File: src/rtl/alu_pkg.sv
// Shared ALU definitions: FSM state encoding and the slice width used by
// the serial look-ahead adder.
package alu_pkg;

  localparam int SLICE_W = 4;

  typedef enum logic [1:0] {
    IDLE = 2'b00,
    BUSY = 2'b01,
    DONE = 2'b10
  } state_t;

endpackage

File: src/rtl/cla4_slice.sv
// Combinational 4-bit carry look-ahead slice. Every carry is formed directly
// from the generate/propagate terms and cin rather than rippling through the
// slice. c3 is the carry into the top bit, which the caller needs to derive
// signed overflow.
module cla4_slice
  import alu_pkg::*;
(
  input  logic [SLICE_W-1:0] a4,
  input  logic [SLICE_W-1:0] b4,
  input  logic               cin,
  output logic [SLICE_W-1:0] s4,
  output logic               c3,
  output logic               cout
);

  logic [SLICE_W-1:0] g;
  logic [SLICE_W-1:0] p;
  logic               c1;
  logic               c2;

  // Flattened look-ahead equations for all four carries and the sum bits
  always_comb begin
    g    = a4 & b4;
    p    = a4 ^ b4;
    c1   = g[0] | (p[0] & cin);
    c2   = g[1] | (p[1] & g[0]) | (p[1] & p[0] & cin);
    c3   = g[2] | (p[2] & g[1]) | (p[2] & p[1] & g[0]) | (p[2] & p[1] & p[0] & cin);
    cout = g[3] | (p[3] & g[2]) | (p[3] & p[2] & g[1]) | (p[3] & p[2] & p[1] & g[0])
         | (p[3] & p[2] & p[1] & p[0] & cin);
    s4   = p ^ {c3, c2, c1, cin};
  end

endmodule

File: src/rtl/serial_cla_adder.sv
// Serial adder/subtractor that pushes one 4-bit look-ahead slice per cycle
// through a single cla4_slice, LSB slice first, carrying between slices in a
// register. Result and {n,z,c,v} flags are valid in the one-cycle DONE state.
// Optional feature macro: SERIAL_ADDER_SUB_EN enables subtraction; when it is
// undefined the sub input is accepted but the unit always adds.
module serial_cla_adder
  import alu_pkg::*;
#(
  parameter int WIDTH = 32
) (
  input  logic             clk,
  input  logic             reset,
  input  logic             start,
  input  logic             sub,
  input  logic [WIDTH-1:0] a,
  input  logic [WIDTH-1:0] b,
  output logic             busy,
  output logic             done,
  output logic [WIDTH-1:0] result,
  output logic [3:0]       flags
);

  localparam int N     = WIDTH / SLICE_W;
  localparam int CNT_W = (N > 1) ? $clog2(N) : 1;
  localparam logic [CNT_W-1:0] LAST_SLICE = CNT_W'(N - 1);

`ifdef SERIAL_ADDER_SUB_EN
  localparam logic SUB_EN = 1'b1;
`else
  localparam logic SUB_EN = 1'b0;
`endif

  state_t             state;
  state_t             next_state;
  logic               accept;
  logic [WIDTH-1:0]   a_reg;
  logic [WIDTH-1:0]   b_reg;
  logic               sub_reg;
  logic               carry;
  logic [CNT_W-1:0]   cnt;
  logic [SLICE_W-1:0] a_slice;
  logic [SLICE_W-1:0] b_slice;
  logic [SLICE_W-1:0] s4;
  logic               c3;
  logic               cout;
  logic [WIDTH-1:0]   next_result;

  // Next-state logic; a new operation is accepted from IDLE or DONE only
  always_comb begin
    next_state = state;
    accept     = 1'b0;
    case (state)
      IDLE: begin
        if (start) begin
          next_state = BUSY;
          accept     = 1'b1;
        end
      end
      BUSY: begin
        if (cnt == LAST_SLICE) begin
          next_state = DONE;
        end
      end
      DONE: begin
        if (start) begin
          next_state = BUSY;
          accept     = 1'b1;
        end else begin
          next_state = IDLE;
        end
      end
      default: next_state = IDLE;
    endcase
  end

  // State register
  always_ff @(posedge clk) begin
    if (reset) begin
      state <= IDLE;
    end else begin
      state <= next_state;
    end
  end

  // Select the current operand slices and splice the new sum slice into the result
  always_comb begin
    a_slice     = a_reg[int'(cnt) * SLICE_W +: SLICE_W];
    b_slice     = b_reg[int'(cnt) * SLICE_W +: SLICE_W] ^ {SLICE_W{sub_reg}};
    next_result = result;
    next_result[int'(cnt) * SLICE_W +: SLICE_W] = s4;
  end

  cla4_slice u_slice (
    .a4   (a_slice),
    .b4   (b_slice),
    .cin  (carry),
    .s4   (s4),
    .c3   (c3),
    .cout (cout)
  );

  // Operand latch, slice counter, carry chain, result assembly and flag capture
  always_ff @(posedge clk) begin
    if (reset) begin
      a_reg   <= '0;
      b_reg   <= '0;
      sub_reg <= 1'b0;
      carry   <= 1'b0;
      cnt     <= '0;
      result  <= '0;
      flags   <= 4'b0000;
    end else if (accept) begin
      a_reg   <= a;
      b_reg   <= b;
      sub_reg <= sub & SUB_EN;
      carry   <= sub & SUB_EN;
      cnt     <= '0;
    end else if (state == BUSY) begin
      result <= next_result;
      carry  <= cout;
      if (cnt == LAST_SLICE) begin
        cnt   <= '0;
        flags <= {next_result[WIDTH-1], (next_result == '0), cout, c3 ^ cout};
      end else begin
        cnt <= cnt + CNT_W'(1);
      end
    end
  end

  // Registered status outputs, derived from the state being entered
  always_ff @(posedge clk) begin
    if (reset) begin
      busy <= 1'b0;
      done <= 1'b0;
    end else begin
      busy <= (next_state == BUSY);
      done <= (next_state == DONE);
    end
  end

endmodule

File: config.mk
export PLATFORM = sky130hd
export DESIGN_NAME = serial_cla_adder
export DESIGN_NICKNAME = d
export VERILOG_FILES = /design/src/rtl/alu_pkg.sv /design/src/rtl/cla4_slice.sv /design/src/rtl/serial_cla_adder.sv
export SDC_FILE = /design/constraint.sdc
export NUM_CORES = 1
export LEC_CHECK = 0
export CORE_MARGIN = 2
export CORE_UTILIZATION = 25
export DETAILED_ROUTE_END_ITERATION = 6
export PLACE_DENSITY = 0.48
export SLEW_MARGIN = 10
export SYNTH_ARGS = -nofsm -noshare
export SYNTH_HDL_FRONTEND = slang
export SYNTH_SLANG_ARGS = --single-unit
export TNS_END_PERCENT = 100
File: constraint.sdc
create_clock -name clk -period 4 [get_ports clk]
set_input_delay 0.8 -clock clk [delete_from_list [all_inputs] [get_ports clk]]
set_output_delay 0.8 -clock clk [all_outputs]
set_load 0.03 [all_outputs]
==> results by group, run 1 <==
Worst setup path
  • CP Data Arrival Time: 3.69 ns
  • Required @ worst endpoint: 4.26 ns
  • Critical Path End Type: flop
  • CP startpoint kind: flop
  • R2R depth: 9
  • RR Startpoint: cnt[0]
  • Critical Path Source: cnt[0]
  • Worst Path Max Fanout: 17
  • Critical setup path kind: flop to flop

Status
  • Status: completed

Route
  • Via density: 4.576
  • WL/cell: 14.34 um
  • Antenna Nets Post-Route: 0
  • Via Count: 4361
  • Initial DRC Count: 308
  • DRT Pass-1 Iters: 6
  • DRT Wirelength: 13.67 mm
  • DRC errors left: 0

Pwr
  • Sequential share of power: 0.478
  • Net Sw Power: 0.0006064 W
  • Switch share: 0.2523
  • Comb power frac: 0.136
  • PwrDens: 368.0 nW/um^2
  • Internal: 0.001797 W
  • Leak: 2.380 nW
  • Peak supply drop: 0.1942 mV
  • Clock network power share: 0.386

Worst hold path
  • Hold Path Class: flop to flop
  • Hold path depth: 2
  • Hold path start: a_reg[15]

Timing
  • Fin Setup TNS: 0 ns
  • Tmin final: 3.425 ns
  • Fmax: 291.9 MHz
  • Slew Viols, Final: 0
  • Fin crit share: 0.8563
  • RSZ-0062 raised after global routing: no
  • Max Clock Skew: 0.008199 ns
  • Worst-margin pin slew: 0.7336 ns
  • Fin. Hold Viols: 0
  • Setup violators final: 0
  • Rel. slew slack: 0.5099

CTS
  • Post-cts resize count: 0
  • Worst-Skew Late Latency: 0.35 ns
  • Clock edge transition at the registers on the reported setup and hold paths: 0.07 ns
  • Post-CTS Setup Inserts: 0
  • Num CTS Buffers: 9
  • Clk buf depth: 2
  • H-tree Lvls: 3
  • Clk sinks: 108
  • Root Driver: clkbuf_16
  • TritonCTS clock tree: built
  • Hold buffer count at cts: 0

Synthesis
  • Post-Syn Area: 4913 um^2
  • Post-Syn Nets: 680
  • Sequential-to-total area share from yosys stat: 0.4400
  • Average instance area after synthesis: 8.203 um^2
  • Top FF cell, synth: dfxtp_1
  • Number of synthesized flops with an enable pin: 0
  • Yosys Warn Count: 0
  • FFs w/ async S/R, synth: 0
  • Synth cell types: 46
  • Yosys reg bits: 108
  • Syn Inst Count: 599

Cells and area
  • Ant diodes: 0
  • Fillers: 2102
  • Most common cell after layout, fill and taps aside: nand2_1
  • Commonest non-fill, non-tap cells in the layout: 170 x nand2_1, 107 x dfxtp_1, 103 x clkdlybuf4s50_1, 93 x a21oi_1, 47 x nor2_1
  • Area delta synth->final: 32.90%
  • Fraction of layout cells with a size suffix above 1: 0.07413
  • Multi-input gate area: 2586 um^2
  • Sequential Area: 2163 um^2
  • Final instance area: 6530 um^2
  • Final net count: 764

Die
  • Chip height: 144.2 um
  • Core area: 19400 um^2
  • Die X: 144.2 um
  • Cell row count: 51
  • I/O pin cnt: 106
  • Initial Utilization: 0.2533
  • Die area: 20790 um^2

Place
  • Hpwl dp: 9.951 mm
  • DP Area: 6213 um^2
  • GP Congestion: 0.8868
  • Port Buffers: 104

Global routing
  • First-pass GRT wire length: 21.45 mm
  • Largest net degree at the start of global routing: 65
  • Number of global-route vias before repair: 4306
  • Initial antenna violation count: 1
  • GRT Util Overall: 0.1329
  • Global route overflow: 0

Job
  • Maxcap violations: 0
synthesized netlist by cell type (2+ instances only):
library cell | number | area [um^2]
buf_1 | 6 | 22.52
and2_1 | 5 | 31.28
or4_1 | 2 | 15.01
a21oi_1 | 93 | 465.5
nor3b_1 | 5 | 37.54
nor2b_1 | 3 | 18.77
mux2i_1 | 15 | 150.1
nor4_1 | 3 | 18.77
inv_1 | 4 | 15.01
nand4_1 | 4 | 25.02
nand2_1 | 170 | 638.1
xor2_1 | 4 | 35.03
nand3_1 | 16 | 80.08
a221oi_1 | 2 | 17.52
dfxtp_1 | 108 | 2162
nor2_1 | 47 | 176.4
buf_2 | 3 | 15.01
nor3_1 | 7 | 35.03
ha_1 | 12 | 150.1
or2_2 | 3 | 18.77
clkbuf_1 | 30 | 112.6
mux4_2 | 16 | 360.4
nand2b_1 | 2 | 12.51
a211oi_1 | 4 | 30.03
o21ai_0 | 13 | 65.06
xnor2_1 | 2 | 17.52
stage by stage:
stage / total power (W) / std cells / setup slack, ns / hold WS, ns / util
CTS: 0.002436 / 953 / 0.5195 / 0.4571 / 0.3364
finish: 0.002403 / 953 / 0.5747 / 0.4545 / 0.3366
global route: 0.002514 / 953 / 0.3732 / 0.4771 / 0.3366
floorplan: 0.001360 / 599 / 0.7901 / 0.4331 / -
global placement: 0.001498 / 937 / 0.5739 / 0.4418 / 0.3203
detailed placement: 0.001504 / 937 / 0.5327 / 0.4470 / 0.3203
worst paths after layout:
kind / slack [ns] / endpoint
setup / recovery: 0.57 / flags[2]
hold / removal: 0.45 / a_reg[15]
setup reg to reg: 0.57 / flags[2]
hold reg to reg: 0.45 / a_reg[15]
critical path, stage by stage (launching register included):
cell       delay [ns]
dfxtp_2          0.76
mux4_2           0.61
nand2_1          0.08
nand2_1          0.14
fa_1             0.70
and2_1           0.27
mux2_2           0.28
a2111oi_2        0.23
nand4_1          0.14
o32ai_1          0.12
metal layers:
metal / global-route usage / share of wire
met2: 0.2228 / 0.47
met5: 0 / 0
met1: 0.1662 / 0.46
met3: 0.03907 / 0.057
met4: 0.03781 / 0.012
cell type report:
class	instances	area share
inverters	5	0.002874
clock inverters	4	0.008431
multi-input cells	446	0.3961
flip-flops and latches	108	0.3313
clock buffers	12	0.03928
repair buffers	113	0.1713
well taps	265	0.05078
logic make-up after synthesis:
family / synth area share
adders and majority gates: 0.03463
DFF: 0.4400
buffers and inverters: 0.03667
AOI/OAI and AO/OA: 0.1350
and+or+nand+nor: 0.2368
xor gates and xnor gates: 0.01070
muxes: 0.1062
power by group through the flow:
stage                     Sequential [W]  Clock (W)  Combinational [W]
after floorplan                  0.00117          0           0.000193
after global placement           0.00117          0           0.000326
after global routing             0.00115   0.000998           0.000362
final                            0.00115   0.000928           0.000327
after detailed placement         0.00117          0           0.000329
after CTS                        0.00115   0.000957           0.000330
Note: power is estimated with default switching activity, not from simulation.
==> run 2, diff against run 1 <==
--- a/config.mk
+++ b/config.mk
@@ -5,10 +5,11 @@
 export SDC_FILE = /design/constraint.sdc
 export NUM_CORES = 1
 export LEC_CHECK = 0
+export CORE_ASPECT_RATIO = 0.6
 export CORE_MARGIN = 2
-export CORE_UTILIZATION = 25
+export CORE_UTILIZATION = 30
 export DETAILED_ROUTE_END_ITERATION = 6
-export PLACE_DENSITY = 0.48
+export PLACE_DENSITY = 0.55
 export SLEW_MARGIN = 10
 export SYNTH_ARGS = -nofsm -noshare
 export SYNTH_HDL_FRONTEND = slang
==> run 2 against run 1 <==
Net effect: maximum frequency increased by 1.8%; first-iteration DRC count decreased by 0.65%; sequential power about the same; routed wire length increased by 5.0%; power decreased by 3.8%; sequential share of layout area increased by 0.46 points; non-clock buffer count increased by 2; critical path depth increased by 2; cell area decreased by 1.4%; global-route usage increased by 3.8 points; die area decreased by 16%; sequential cell count unchanged; critical endpoint is now flags[3]; largest cell class unchanged.
==> results by group, run 2 (synthesis gave the netlist of run 1 again) <==
Timing
  • Tmin final: 3.366 ns (-0.05912 ns)
  • Fin Setup TNS: 0 ns (unchanged)
  • Worst-margin pin slew: 0.7434 ns (+0.009854 ns)
  • Max Clock Skew: 0.004719 ns (-0.003480 ns)
  • RSZ-0062 raised after global routing: no
  • Setup violators final: 0 (unchanged)
  • Slew Viols, Final: 0 (unchanged)
  • Rel. slew slack: 0.5044 (-0.005533)
  • Fin. Hold Viols: 0 (unchanged)
  • Fmax: 297.1 MHz (+1.8%)
  • Fin crit share: 0.8416 (-0.01478)
  • Hold slack: 0.4556 ns (+0.001079 ns)

CTS
  • Num CTS Buffers: 9 (unchanged)
  • Post-CTS Setup Inserts: 0 (unchanged)
  • TritonCTS clock tree: built
  • Clk buf depth: 2 (unchanged)
  • Clk sinks: 108 (unchanged)
  • Clock edge transition at the registers on the reported setup and hold paths: 0.07 ns (about the same)
  • H-tree Lvls: 3 (unchanged)
  • Post-cts resize count: 0 (unchanged)
  • Worst-Skew Late Latency: 0.34 ns (about the same)
  • Root Driver: clkbuf_16
  • Hold buffer count at cts: 0 (unchanged)

Route
  • Initial DRC Count: 306 (-0.65%)
  • Antenna Nets Post-Route: 0 (unchanged)
  • WL/cell: 15.97 um (+11%)
  • Via Count: 4446 (+1.9%)
  • DRT Wirelength: 14.35 mm (+5.0%)
  • Via density: 4.945 (+8.1%)
  • DRC errors left: 0 (unchanged)
  • DRT Pass-1 Iters: 5 (-1)

Cells and area
  • Final instance area: 6441 um^2 (-1.4%)
  • Most common cell after layout, fill and taps aside: nand2_1
  • Utilization after layout: 0.3994 (+0.06282)
  • Final Non-Filler Cells: 899 (-5.7%)
  • Commonest non-fill, non-tap cells in the layout: 170 x nand2_1, 107 x dfxtp_1, 103 x clkdlybuf4s50_1, 93 x a21oi_1, 47 x nor2_1
  • Area delta synth->final: 31.09%
  • Final net count: 766 (+0.26%)
  • Ant diodes: 0 (unchanged)
  • Fraction of layout cells with a size suffix above 1: 0.07536 (+0.001234)

Global routing
  • Initial antenna violation count: 0 (-1)
  • Number of global-route vias before repair: 4292 (-0.33%)
  • First-pass GRT wire length: 23.01 mm (+7.3%)
  • Largest net degree at the start of global routing: 65 (unchanged)
  • Global route overflow: 0 (unchanged)
  • GRT Util Overall: 0.1707 (+0.03785)

Pwr
  • Peak supply drop: 0.2222 mV (+14%)
  • PwrDens: 358.8 nW/um^2 (-2.5%)
  • Leak: 2.369 nW (-0.47%)

Place
  • GP Congestion: 0.8756 (-1.3%)
  • DP Area: 6151 um^2 (-1.0%)
  • Hpwl dp: 10.66 mm (+7.1%)
  • Placed Instances: 882 (-5.9%)
  • Port Buffers: 104 (unchanged)

Die
  • Core area: 16130 um^2 (-17%)
  • Initial Utilization: 0.3047 (+0.05141)
  • I/O pin cnt: 106 (unchanged)
  • Chip height: 103.1 um (-28%)
  • Cell row count: 36 (-29%)
  • Die X: 169.2 um (+17%)
  • Die area: 17450 um^2 (-16%)

Worst setup path
  • CP Data Arrival Time: 3.56 ns (-0.13 ns)
  • Required @ worst endpoint: 4.20 ns (-0.06 ns)
  • Critical setup path kind: flop to flop
  • Worst Path Max Fanout: 16 (-1)
  • CP startpoint kind: flop
  • Critical Path End Type: flop

Job
  • Maxcap violations: 0 (unchanged)

Worst hold path
  • Hold Path Class: flop to flop

Status
  • Status: completed
==> run 2: worst max-delay path, cell delays in order (launching register included) <==
cell      delay, ns
dfxtp_2        0.72
mux4_2         0.61
nand2_1        0.08
nand2_1        0.13
ha_1           0.35
a211oi_1       0.24
o21bai_1       0.17
xor2_1         0.17
buf_4          0.19
and2_1         0.20
mux2i_1        0.23
a211oi_1       0.12
==> run 2: metal layers <==
metal | part of all wire | track usage
met5 | 0 | 0
met3 | 0.083 | 0.04990
met1 | 0.53 | 0.2604
met4 | 0.0054 | 0.03682
met2 | 0.38 | 0.2339
==> run 2: report_power, final <==
part	internal [W]	leakage [nW]	switching, W	total (W)
logic	0.000155	1.36	0.000183	0.000339
registers	0.00112	0.881	0.0000277	0.00115
clock network	0.000425	0.126	0.000400	0.000825
total	0.00170	2.37	0.000611	0.00231
==> run 2: path summary, 6_finish.rpt <==
kind | cells past startpoint | end | start | slack [ns]
max | 11 | flags[3] | cnt[0] | 0.63
min | 2 | b_reg[10] | b_reg[10] | 0.46
max reg2reg | 11 | flags[3] | cnt[0] | 0.63
min reg2reg | 2 | b_reg[10] | b_reg[10] | 0.46
==> run 2: per-stage QoR <==
stage,total power [W],setup slack [ns]
after floorplan,0.001360,0.7901
after global placement,0.001499,0.7071
after detailed placement,0.001506,0.6350
after CTS,0.002337,0.5932
after global routing,0.002423,0.3920
final,0.002311,0.6338
==> run 2: final cells by class <==
cell class	instances	area [um^2]
Clock inverter	5	37.54
Clock buffer	11	232.7
Multi-Input combinational cell	446	2581
Timing Repair Buffer	115	1146
Sequential cell	108	2163
Tap cell	209	261.5
Inverter	5	18.77
Fill cell	1652	9684
==> run 3, diff against run 2 <==
--- a/config.mk
+++ b/config.mk
@@ -9,7 +9,7 @@
 export CORE_MARGIN = 2
 export CORE_UTILIZATION = 30
 export DETAILED_ROUTE_END_ITERATION = 6
-export PLACE_DENSITY = 0.55
+export PLACE_DENSITY = 0.57
 export SLEW_MARGIN = 10
 export SYNTH_ARGS = -nofsm -noshare
 export SYNTH_HDL_FRONTEND = slang
==> constraint.sdc (replaced) <==
create_clock -name clk -period 3.07 [get_ports clk]
set_input_delay 0.614 -clock clk [delete_from_list [all_inputs] [get_ports clk]]
set_output_delay 0.614 -clock clk [all_outputs]
set_load 0.03 [all_outputs]
==> run 3 against run 2 <==
Net effect: non-clock buffer count is 12 higher; clock-buffer cell count is 1 higher; critical path depth stayed put; core utilization is 0.85 points higher; via count is 0.90% higher; power is 34% higher; setup slack worse by 0.48 ns; maximum frequency is 16% higher; die area stayed put; clock skew is 0.0017 ns higher; largest power group unchanged.
==> results by group, run 3 (synthesis gave the netlist of run 1 again) <==
Status
  • Status: completed

Pwr
  • Clock network power share: 0.364 (+0.007)
  • Sequential share of power: 0.482 (-0.014)
  • Peak supply drop: 0.2449 mV (+10%)
  • Comb power frac: 0.154 (+0.007)
  • Net Sw Power: 0.0008075 W (+32%)
  • Internal: 0.002281 W (+34%)
  • PwrDens: 469.5 nW/um^2 (+31%)
  • Leak: 2.448 nW (+3.3%)
  • Switch share: 0.2614 (-0.002891)

Global routing
  • GRT Util Overall: 0.1686 (-0.002084)
  • Global route overflow: 0 (unchanged)
  • Largest net degree at the start of global routing: 66 (+1.5%)
  • First-pass GRT wire length: 22.81 mm (-0.87%)
  • Number of global-route vias before repair: 4315 (+0.54%)
  • Initial antenna violation count: 0 (unchanged)

CTS
  • Num CTS Buffers: 9 (unchanged)
  • Worst-Skew Late Latency: 0.34 ns (about the same)
  • H-tree Lvls: 3 (unchanged)
  • Clock edge transition at the registers on the reported setup and hold paths: 0.07 ns (about the same)
  • Root Driver: clkbuf_16
  • Clk sinks: 108 (unchanged)
  • Hold buffer count at cts: 0 (unchanged)
  • Clk buf depth: 2 (unchanged)
  • TritonCTS clock tree: built

Cells and area
  • Final net count: 778 (+1.6%)
  • Commonest non-fill, non-tap cells in the layout: 169 x nand2_1, 107 x dfxtp_1, 103 x clkdlybuf4s50_1, 93 x a21oi_1, 47 x nor2_1
  • Fraction of layout cells with a size suffix above 1: 0.09972 (+0.02435)
  • Ant diodes: 0 (unchanged)
  • Most common cell after layout, fill and taps aside: nand2_1
  • Final Non-Filler Cells: 911 (+1.3%)
  • Utilization after layout: 0.4080 (+0.008535)
  • Area delta synth->final: 33.89%
  • Fillers: 1627 (-1.5%)

Timing
  • Fin. Hold Viols: 0 (unchanged)
  • Fin crit share: 0.9487 (+0.1072)
  • Fmax: 343.3 MHz (+16%)
  • Slew Viols, Final: 0 (unchanged)
  • Tmin final: 2.913 ns (-0.4535 ns)
  • Max Clock Skew: 0.006466 ns (+0.001747 ns)
  • Rel. slew slack: 0.5491 (+0.04468)
  • Setup violators final: 0 (unchanged)
  • Worst-margin pin slew: 0.6764 ns (-0.06702 ns)

Route
  • Antenna Nets Post-Route: 0 (unchanged)
  • DRT Pass-1 Iters: 5 (unchanged)
  • Via density: 4.924 (-0.43%)
  • DRT Wirelength: 14.27 mm (-0.55%)
  • Initial DRC Count: 321 (+4.9%)
  • DRC errors left: 0 (unchanged)
  • WL/cell: 15.67 um (-1.9%)
  • Via Count: 4486 (+0.90%)

Worst setup path
  • Required @ worst endpoint: 3.33 ns (-0.87 ns)
  • CP startpoint kind: flop
  • Worst Path Max Fanout: 12 (-4)
  • Critical setup path kind: flop to flop
  • CP Data Arrival Time: 3.17 ns (-0.39 ns)
  • Critical Path End Type: flop

Die
  • Die X: 169.2 um (unchanged)
  • Initial Utilization: 0.3047 (unchanged)
  • Cell row count: 36 (unchanged)
  • Die area: 17450 um^2 (unchanged)
  • I/O pin cnt: 106 (unchanged)
  • Chip height: 103.1 um (unchanged)
  • Core area: 16130 um^2 (unchanged)

Place
  • GP Congestion: 0.8828 (+0.82%)
  • Placed Instances: 893 (+1.2%)
  • Hpwl dp: 10.77 mm (+1.0%)
  • Port Buffers: 104 (unchanged)

Job
  • Maxcap violations: 0 (unchanged)

Worst hold path
  • Hold Path Class: flop to flop
-- run 3: cell count changes in the layout (fill, tap and decap cells not counted), sizes merged --
cell | previous run | this run
clkinvlp | 2 | 1
inv | 5 | 6
clkinv | 3 | 2
buf | 12 | 24
clkbuf | 11 | 12
-- run 3: cell type report --
| class | instances | area, um^2 | area share |
|---|---|---|---|
| Multi-Input combinational cell | 446 | 2600 | 0.3952 |
| Sequential cell | 108 | 2163 | 0.3288 |
| Timing Repair Buffer | 127 | 1249 | 0.1898 |
| Tap cell | 209 | 261.5 | 0.03975 |
| Clock buffer | 12 | 256.5 | 0.03899 |
| Clock inverter | 4 | 30.03 | 0.004564 |
| Inverter | 5 | 18.77 | 0.002853 |
-- run 3: path summary, 6_finish.rpt --
path              cells after the start  slack [ns]      start   endpoint
setup / recovery                     11        0.16     cnt[0]   flags[3]
setup reg to reg                     11        0.16     cnt[0]   flags[3]
hold reg to reg                       2        0.45  a_reg[27]  a_reg[27]
hold / removal                        2        0.45  a_reg[27]  a_reg[27]
-- run 3: worst max-delay path, cell delays in order (launching register included) --
cell and delay, ns:
dfxtp_2 0.35, buf_12 0.16, mux4_2 0.50, nand2_1 0.10, nand2_2 0.10, ha_1 0.31
a211oi_1 0.31, o21bai_2 0.14, xor2_2 0.29, and2_1 0.25, mux2i_1 0.09, a211oi_1 0.21
-- run 3: layer usage --
metal / up-vias / routed length (um) / track usage
li1: 2239 / - / -
met1: 2100 / 7754 / 0.2597
met2: 136 / 5397 / 0.2352
met3: 11 / 1002 / 0.04299
met4: 0 / 119 / 0.03156
met5: - / 0 / 0
-- run 3: what timing repair did --
item                       CTS  global route
buffers inserted             0             2
setup endpoints to repair    0             3
resized for setup            0             4
-- run 3: stage by stage --
stage	cell area (um^2)	setup TNS (ns)	hold slack [ns]	worst slack, ns	total power (W)
detailed placement	6266	0	0.4456	0.09353	0.001989
floorplan	4923	0	0.4331	0.01317	0.001773
global route	6579	-0.05666	0.4725	-0.03051	0.003224
CTS	6553	0	0.4556	0.06107	0.003112
finish	6579	0	0.4527	0.1573	0.003089
global placement	6266	0	0.4390	0.1418	0.001979
-- run 3: power groups by stage --
| stage | clock network, W | logic (W) | registers, W |
|---|---|---|---|
| 5_1_grt | 0.00121 | 0.000521 | 0.00150 |
| 4_1_cts | 0.00115 | 0.000469 | 0.00149 |
| 3_5_place_dp | 0 | 0.000466 | 0.00152 |
| 2_1_floorplan | 0 | 0.000254 | 0.00152 |
| 3_3_place_gp | 0 | 0.000460 | 0.00152 |
| 6_report | 0.00113 | 0.000474 | 0.00149 |
